**config.mk**
```make
export PLATFORM = sky130hd
export DESIGN_NAME = fetch_unit
export DESIGN_NICKNAME = d
export VERILOG_FILES = /design/src/rtl/fetch_unit.sv
export SDC_FILE = /design/constraint.sdc
export NUM_CORES = 1
export LEC_CHECK = 0
export BUFFER_PORTS_ARGS = -buffer_cell sky130_fd_sc_hd__buf_2
export CAP_MARGIN = 10
export CORE_ASPECT_RATIO = 0.9
export CORE_MARGIN = 2
export CORE_UTILIZATION = 54
export CTS_CLUSTER_DIAMETER = 150
export DETAILED_ROUTE_END_ITERATION = 16
export GPL_TIMING_DRIVEN = 0
export PLACE_DENSITY_LB_ADDON = 0.1
export SLEW_MARGIN = 20
export SYNTH_ARGS = -nofsm -noshare
export SYNTH_HDL_FRONTEND = slang
export SYNTH_SLANG_ARGS = --single-unit
```
**constraint.sdc**
```tcl
create_clock -name Clk -period 2.23 [get_ports Clk]
set_input_delay 0.3345 -clock Clk [delete_from_list [all_inputs] [get_ports Clk]]
set_output_delay 0.3345 -clock Clk [all_outputs]
set_load 0.1 [all_outputs]
```
**src/rtl/fetch_unit.sv**
```systemverilog
// rtl/fetch_unit.sv - instruction fetch stage with PC, branch-target LUT and mode/halt handling
module fetch_unit #(
  parameter int              PC_W    = 10,
  parameter int              IW      = 9,
  parameter int              LUT_AW  = 4,
  parameter logic [IW-1:0]   MODE_SW = 9'h1FE,
  parameter logic [IW-1:0]   HALT    = 9'h1FF
) (
  input  logic              Clk,
  input  logic              Reset,
  input  logic              Start,
  input  logic              stall,
  input  logic              branch_taken,
  input  logic [LUT_AW-1:0] branch_idx,
  input  logic              lut_we,
  input  logic [LUT_AW-1:0] lut_widx,
  input  logic [PC_W-1:0]   lut_wdata,
  output logic [PC_W-1:0]   imem_addr,
  input  logic [IW-1:0]     imem_data,
  output logic [IW-1:0]     mach_code,
  output logic              mode,
  output logic              instr_valid,
  output logic [PC_W-1:0]   pc,
  output logic              done
);

  localparam int LUT_N = 2 ** LUT_AW;

  typedef enum logic [1:0] {
    IDLE = 2'd0,
    RUN  = 2'd1,
    HALTED = 2'd2
  } state_t;

  state_t            state;
  logic [PC_W-1:0]   lut [LUT_N];

  // The ROM is read combinationally at the current PC
  assign imem_addr = pc;

  // Branch-target table: written in any state, read below with its pre-write contents
  always_ff @(posedge Clk) begin
    if (Reset) begin
      for (int i = 0; i < LUT_N; i++) lut[i] <= '0;
    end else if (lut_we) begin
      lut[lut_widx] <= lut_wdata;
    end
  end

  // Fetch sequencer: PC update, registered instruction/mode and halt tracking
  always_ff @(posedge Clk) begin
    if (Reset) begin
      state       <= IDLE;
      pc          <= '0;
      mach_code   <= '0;
      mode        <= 1'b0;
      instr_valid <= 1'b0;
      done        <= 1'b0;
    end else begin
      case (state)
        IDLE: begin
          if (Start) begin
            state <= RUN;
            pc    <= '0;
          end
        end
        RUN: begin
          if (Start) begin
            pc          <= '0;
            mode        <= 1'b0;
            instr_valid <= 1'b0;
            mach_code   <= '0;
          end else if (branch_taken) begin
            // The word fetched at the old PC is squashed, whatever it encodes
            pc          <= lut[branch_idx];
            mach_code   <= '0;
            instr_valid <= 1'b0;
          end else if (stall) begin
            pc          <= pc;
          end else if (imem_data == HALT) begin
            state       <= HALTED;
            done        <= 1'b1;
            instr_valid <= 1'b0;
          end else if (imem_data == MODE_SW) begin
            mode        <= ~mode;
            instr_valid <= 1'b0;
            pc          <= pc + PC_W'(1);
          end else begin
            mach_code   <= imem_data;
            instr_valid <= 1'b1;
            pc          <= pc + PC_W'(1);
          end
        end
        HALTED: begin
          if (Start) begin
            state <= RUN;
            pc    <= '0;
            mode  <= 1'b0;
            done  <= 1'b0;
          end
        end
        default: begin
          state <= IDLE;
        end
      endcase
    end
  end

endmodule

```
==> impl_metrics.json, run 1 <==
{
  "outcome": "finished clean",
  "finalSetupViolations": 0,
  "die_w_um": 137,
  "final_common_cell": "and2_1",
  "fin_tns_setup_ps": 0,
  "hold_buffers": 0,
  "drc_errors": 0,
  "clk_pin_slew_ps": 60,
  "combPwrFrac": 0.091,
  "initial_core_util": 0.555,
  "holdPathEnd": "mach_code[4]",
  "clock_power_share": 0.401,
  "clockBufferDepth": 2,
  "dr.first_iter.drc_count": 534,
  "r2r_slack_ps": 360,
  "rows": 43,
  "portBuffers": 60,
  "max-vdd-ir-drop_v": 0.000558,
  "viasPerCell": 5.97,
  "synth_seq_cells": 184,
  "min_path_type": "in -> reg",
  "fmax_ghz": 0.495,
  "diodes": 0,
  "antenna_found_initial": 1,
  "ys_warn_count": 0,
  "ys_types": 49,
  "wire_per_inst_um": 23.1,
  "globalRouteOverflowTotal": 0,
  "syn_area_per_cell_um2": 14.3,
  "p_sw_w": 0.00178,
  "worstSetupPathType": "in -> reg",
  "whs_path_depth": 3,
  "ctsHtreeMaxLevel": 4,
  "layout-drive-gt1-share": 0.237,
  "cts.repair.resized": 0,
  "critPathMaxFanout": 10,
  "numCtsBuffers": 17,
  "chipHeight_um": 124,
  "tightest_slew_ps": 992,
  "ff2ff_path_depth": 3,
  "cp_data_arrival_time_ps": 2300,
  "slew_headroom": 0.334,
  "cts_sinks": 184,
  "ys_async_sr_fraction": 0,
  "final.min_clock_period_ps": 2020,
  "cts-root-buf": "clkbuf_16",
  "yosysSeqAreaShare": 0.615,
  "dieArea_um2": 17000,
  "end_kind": "flop",
  "synth_edf_count": 160,
  "core_area_um2": 15500,
  "p_seq_frac": 0.508,
  "grt_setup_unrepaired": "false",
  "grtUsageTotal": 0.264,
  "clkLatencyLatePin_ps": 430,
  "hpwl_mm": 14.8,
  "netlist_area_um2": 8600,
  "vias": 5419,
  "nNetsFinal": 726,
  "drtPass1Iterations": 5,
  "min_period_over_period": 0.906,
  "p_int_w": 0.00603,
  "grt_pass1_wl_mm": 31.4,
  "synth_fp_nets": 637,
  "cap_violations": 0,
  "post_cts_buffers": 0,
  "cp-start-kind": "primary input",
  "yosys_most_used_dff": "edfxtp_1",
  "p_per_area_nw_per_um2": 793,
  "final_cell_mix": "and2_1, edfxtp_1, buf_2, mux4_2, nor2_1",
  "min_from": "imem_data[4]",
  "syn-instance-count": 603,
  "hold_viol": 0,
  "route.antenna.remaining_nets": 0,
  "area_growth_pct": 14.5,
  "cts_tree": "yes",
  "switching_share": 0.228,
  "worstPathRequired_ps": 2510,
  "grt_pass1_vias": 5301,
  "r2r-end": "imem_addr[0]",
  "ios": 65,
  "power.total_w": 0.00781,
  "grt_max_degree": 17,
  "p_leak_nw": 3.63,
  "skew_ps": 11.1,
  "routed_wl_mm": 20.9,
  "r2r_start": "lut[9][0]",
  "drv_slew": 0,
  "routabilityCongestion": 0.861
}
[metal layers]
metal / vias to the layer above / part of all wire / track usage / wire length, µm
met1: 2702 / 0.41 / 0.351 / 8640
met3: 32 / 0.093 / 0.0749 / 1940
met2: 254 / 0.47 / 0.419 / 9760
met5: - / 0 / 0 / 0
li1: 2431 / - / - / -
met4: 0 / 0.027 / 0.0966 / 573
[logic make-up (layout without fill, tap and decap cells)]
family	count (synthesis)	count (layout)	share of synthesized area
compound gates	58	58	0.0463
simple gates	257	257	0.173
flops	184	184	0.615
fa+ha+maj	1	1	0.00145
buf+inv	47	149	0.0295
mux	56	56	0.135
[sequential cells by signal, indices dropped and copies added, names as in the netlist]
name	count
mach_code	9
mode	1
lut	160
instr_valid	1
state	2
imem_addr	10
done	1
[synth_stat cells, drive strengths merged (2+ instances only)]
library cell    n  area (µm²)
and2          161        1010
edfxtp        160        4800
mux4           44        1030
nor2           30         113
dfxtp          24         480
clkbuf         23        86.3
nand2          23        86.3
buf            21         156
o21ai          18        90.1
nor3           12        71.3
o211ai         12        90.1
a22oi          10        80.1
mux2            6        67.6
mux2i           6        60.1
nand2b          5        31.3
or2             5        31.3
and3            4        25.0
nand3           4        25.0
a31oi           3        18.8
inv             3        11.3
nand4           3        18.8
a21o            2        15.0
a21oi           2        10.0
a311oi          2        17.5
nor2b           2        12.5
nor4b           2        17.5
o311ai          2        17.5
[power groups by stage]
stage               combinational, W  clock, W  sequential [W]
floorplan                   0.000404         0         0.00407
global placement            0.000678         0         0.00404
detailed placement          0.000706         0         0.00404
CTS                         0.000708   0.00315         0.00397
global route                0.000749   0.00328         0.00399
finish                      0.000708   0.00313         0.00397
[how the worst max path moves through the flow]
stage,from,endpoint,slack [ps]
3_5_place_dp,branch_idx[1],imem_addr[7],-250
5_1_grt,branch_idx[1],imem_addr[7],130
6_report,branch_idx[1],imem_addr[7],210
2_1_floorplan,imem_addr[2],imem_addr[9],-5
4_1_cts,branch_idx[1],imem_addr[7],190
3_3_place_gp,Reset,lut[12][9],-750
[cell type report]
| type | count | area (µm²) |
|---|---|---|
| buffer | 44 | 243 |
| clock buffer | 17 | 425 |
| clock inverter | 15 | 181 |
| fill | 1175 | 5650 |
| inverter | 3 | 11.3 |
| multi-input combinational | 372 | 3060 |
| sequential | 184 | 5290 |
| tap | 202 | 253 |
| timing repair buffer | 70 | 379 |
[stage by stage]
| stage | cells | setup slack, ps | utilization | hold WS [ps] | instance area (µm²) |
|---|---|---|---|---|---|
| after floorplan | 603 | -5.00 | - | 470 | 8600 |
| after global placement | 865 | -749 | 0.591 | 453 | 9160 |
| after detailed placement | 875 | -251 | 0.596 | 460 | 9240 |
| after CTS | 907 | 185 | 0.635 | 165 | 9840 |
| after global routing | 907 | 135 | 0.635 | 162 | 9840 |
| final | 907 | 210 | 0.635 | 181 | 9840 |
[worst max-delay path, cell delays in order]
cell	delay, ps
buf_6	130
clkbuf_1	640
mux4_2	450
mux2_2	340
o211ai_1	210
o311ai_0	180
Note: power is estimated with default switching activity, not from simulation.
==> inputs of run 2 (changes only) <==
Settings changed: RECOVER_POWER from default to 100.
==> run 2 against run 1 <==
Cell area down 0.42%. Clock-buffer cell count unchanged. Clock power about the same. First-iteration DRC count down 3.0%. Setup slack worse by 71 ps. Critical endpoint is now imem_addr[8].
==> impl_metrics.json, run 2 (same netlist as run 1, synthesis figures left out) <==
{
  "clk_pin_slew_ps": 60,
  "fillerInstances": 1186,
  "regMostFlops": "lut",
  "route.antenna.remaining_nets": 0,
  "drv_slew": 0,
  "largest_register_ffs": 160,
  "final_common_cell": "edfxtp_1",
  "numCtsBuffers": 17,
  "final.min_clock_period_ps": 2090,
  "final_cell_mix": "edfxtp_1, and2_0, and2_1, clkbuf_1, mux4_2",
  "ios": 65,
  "grtUsageTotal": 0.264,
  "layout-drive-gt1-share": 0.206,
  "p_per_area_nw_per_um2": 795,
  "antenna_found_initial": 1,
  "rows": 43,
  "grt_setup_unrepaired": "false",
  "cts.repair.resized": 0,
  "min_path_type": "in -> reg",
  "hold_buffers": 0,
  "drtPass1Iterations": 5,
  "vias": 5417,
  "post_cts_buffers": 0,
  "skew_ps": 5.44,
  "cts-root-buf": "clkbuf_16",
  "dieArea_um2": 17000,
  "drc_errors": 0,
  "cts_sinks": 184,
  "clkLatencyLatePin_ps": 430,
  "path_cells": "buf_6, clkbuf_1, mux4_2, mux2_1, o211ai_1, o311ai_0",
  "dr.first_iter.drc_count": 518,
  "diodes": 0,
  "wire_per_inst_um": 23.1,
  "finalSetupViolations": 0,
  "ctsHtreeMaxLevel": 4,
  "core_area_um2": 15500,
  "critPathMaxFanout": 10,
  "portBuffers": 60,
  "crit_family": "multiplexers",
  "min_period_over_period": 0.938,
  "globalRouteOverflowTotal": 0,
  "cap_violations": 0,
  "cp_data_arrival_time_ps": 2370,
  "slew_headroom": 0.224,
  "layoutNonFillerInstCount": 907,
  "routed_wl_mm": 20.9,
  "max-vdd-ir-drop_v": 0.000556,
  "grt_pass1_vias": 5301,
  "end_kind": "flop",
  "p_leak_nw": 3.44,
  "worstSetupPathType": "in -> reg",
  "cp-start-kind": "primary input",
  "clockBufferDepth": 2,
  "viasPerCell": 5.97,
  "hold_viol": 0,
  "outcome": "finished clean",
  "initial_core_util": 0.555,
  "grt_pass1_wl_mm": 31.4,
  "nNetsFinal": 726,
  "grt_max_degree": 17,
  "cts_tree": "yes",
  "area_growth_pct": 14.0,
  "routabilityCongestion": 0.861,
  "post-place-cells": 875,
  "chipHeight_um": 124,
  "fmax_ghz": 0.478,
  "cp_slowest_cell": "clkbuf_1",
  "tightest_slew_ps": 1170,
  "cp.buffers_inverters": 2,
  "die_w_um": 137,
  "hpwl_mm": 14.8,
  "fin_tns_setup_ps": 0,
  "crit_path_max_incr_delay_ps": 680,
  "worstPathRequired_ps": 2510
}
## run 2: power by group
group | switching, W | internal [W] | leakage, nW
Combinational | 0.000450 | 0.000247 | 1.42
Sequential | 0.0000560 | 0.00391 | 1.72
Clock | 0.00127 | 0.00186 | 0.291
Total | 0.00178 | 0.00602 | 3.44
## run 2: layout make-up
type | count | area (µm²) | area share
clock inverters | 15 | 181 | 0.0185
inverters | 3 | 11.3 | 0.00115
repair buffers | 70 | 342 | 0.0348
well taps | 202 | 253 | 0.0258
plain buffers | 44 | 243 | 0.0248
multi-input cells | 372 | 3060 | 0.312
clock buffers | 17 | 425 | 0.0434
flip-flops and latches | 184 | 5290 | 0.539
## run 2: tightest hold or removal path, cell delays in order
cell     delay (ps)
buf_2            90
a22oi_1          70
nor2_1           80
## run 2: worst paths after layout
path	start	to	slack [ps]	cells past startpoint
worst min-delay path	imem_data[4]	mach_code[4]	180	3
worst max-delay path	branch_idx[1]	imem_addr[8]	140	6
worst min register to register	imem_addr[1]	imem_addr[1]	470	2
worst max register to register	lut[9][0]	imem_addr[0]	360	3
## run 2: through the flow
step | hold slack (ps) | power [W] | utilization | instance area [µm²] | setup WS (ps)
final | 182 | 0.00780 | 0.633 | 9800 | 139
after global routing | 162 | 0.00800 | 0.633 | 9800 | 81.1
after CTS | 165 | 0.00783 | 0.635 | 9840 | 185
after detailed placement | 460 | 0.00475 | 0.596 | 9240 | -251
after global placement | 453 | 0.00471 | 0.591 | 9160 | -749
after floorplan | 470 | 0.00447 | - | 8600 | -5.00
## run 2: layer usage
layer | part of all wire | vias to the layer above | global-route usage | wire length [µm]
li1 | - | 2426 | - | -
met1 | 0.42 | 2723 | 0.351 | 8850
met4 | 0.028 | 0 | 0.0966 | 591
met2 | 0.46 | 235 | 0.419 | 9730
met3 | 0.085 | 33 | 0.0749 | 1780
met5 | 0 | - | 0 | 0
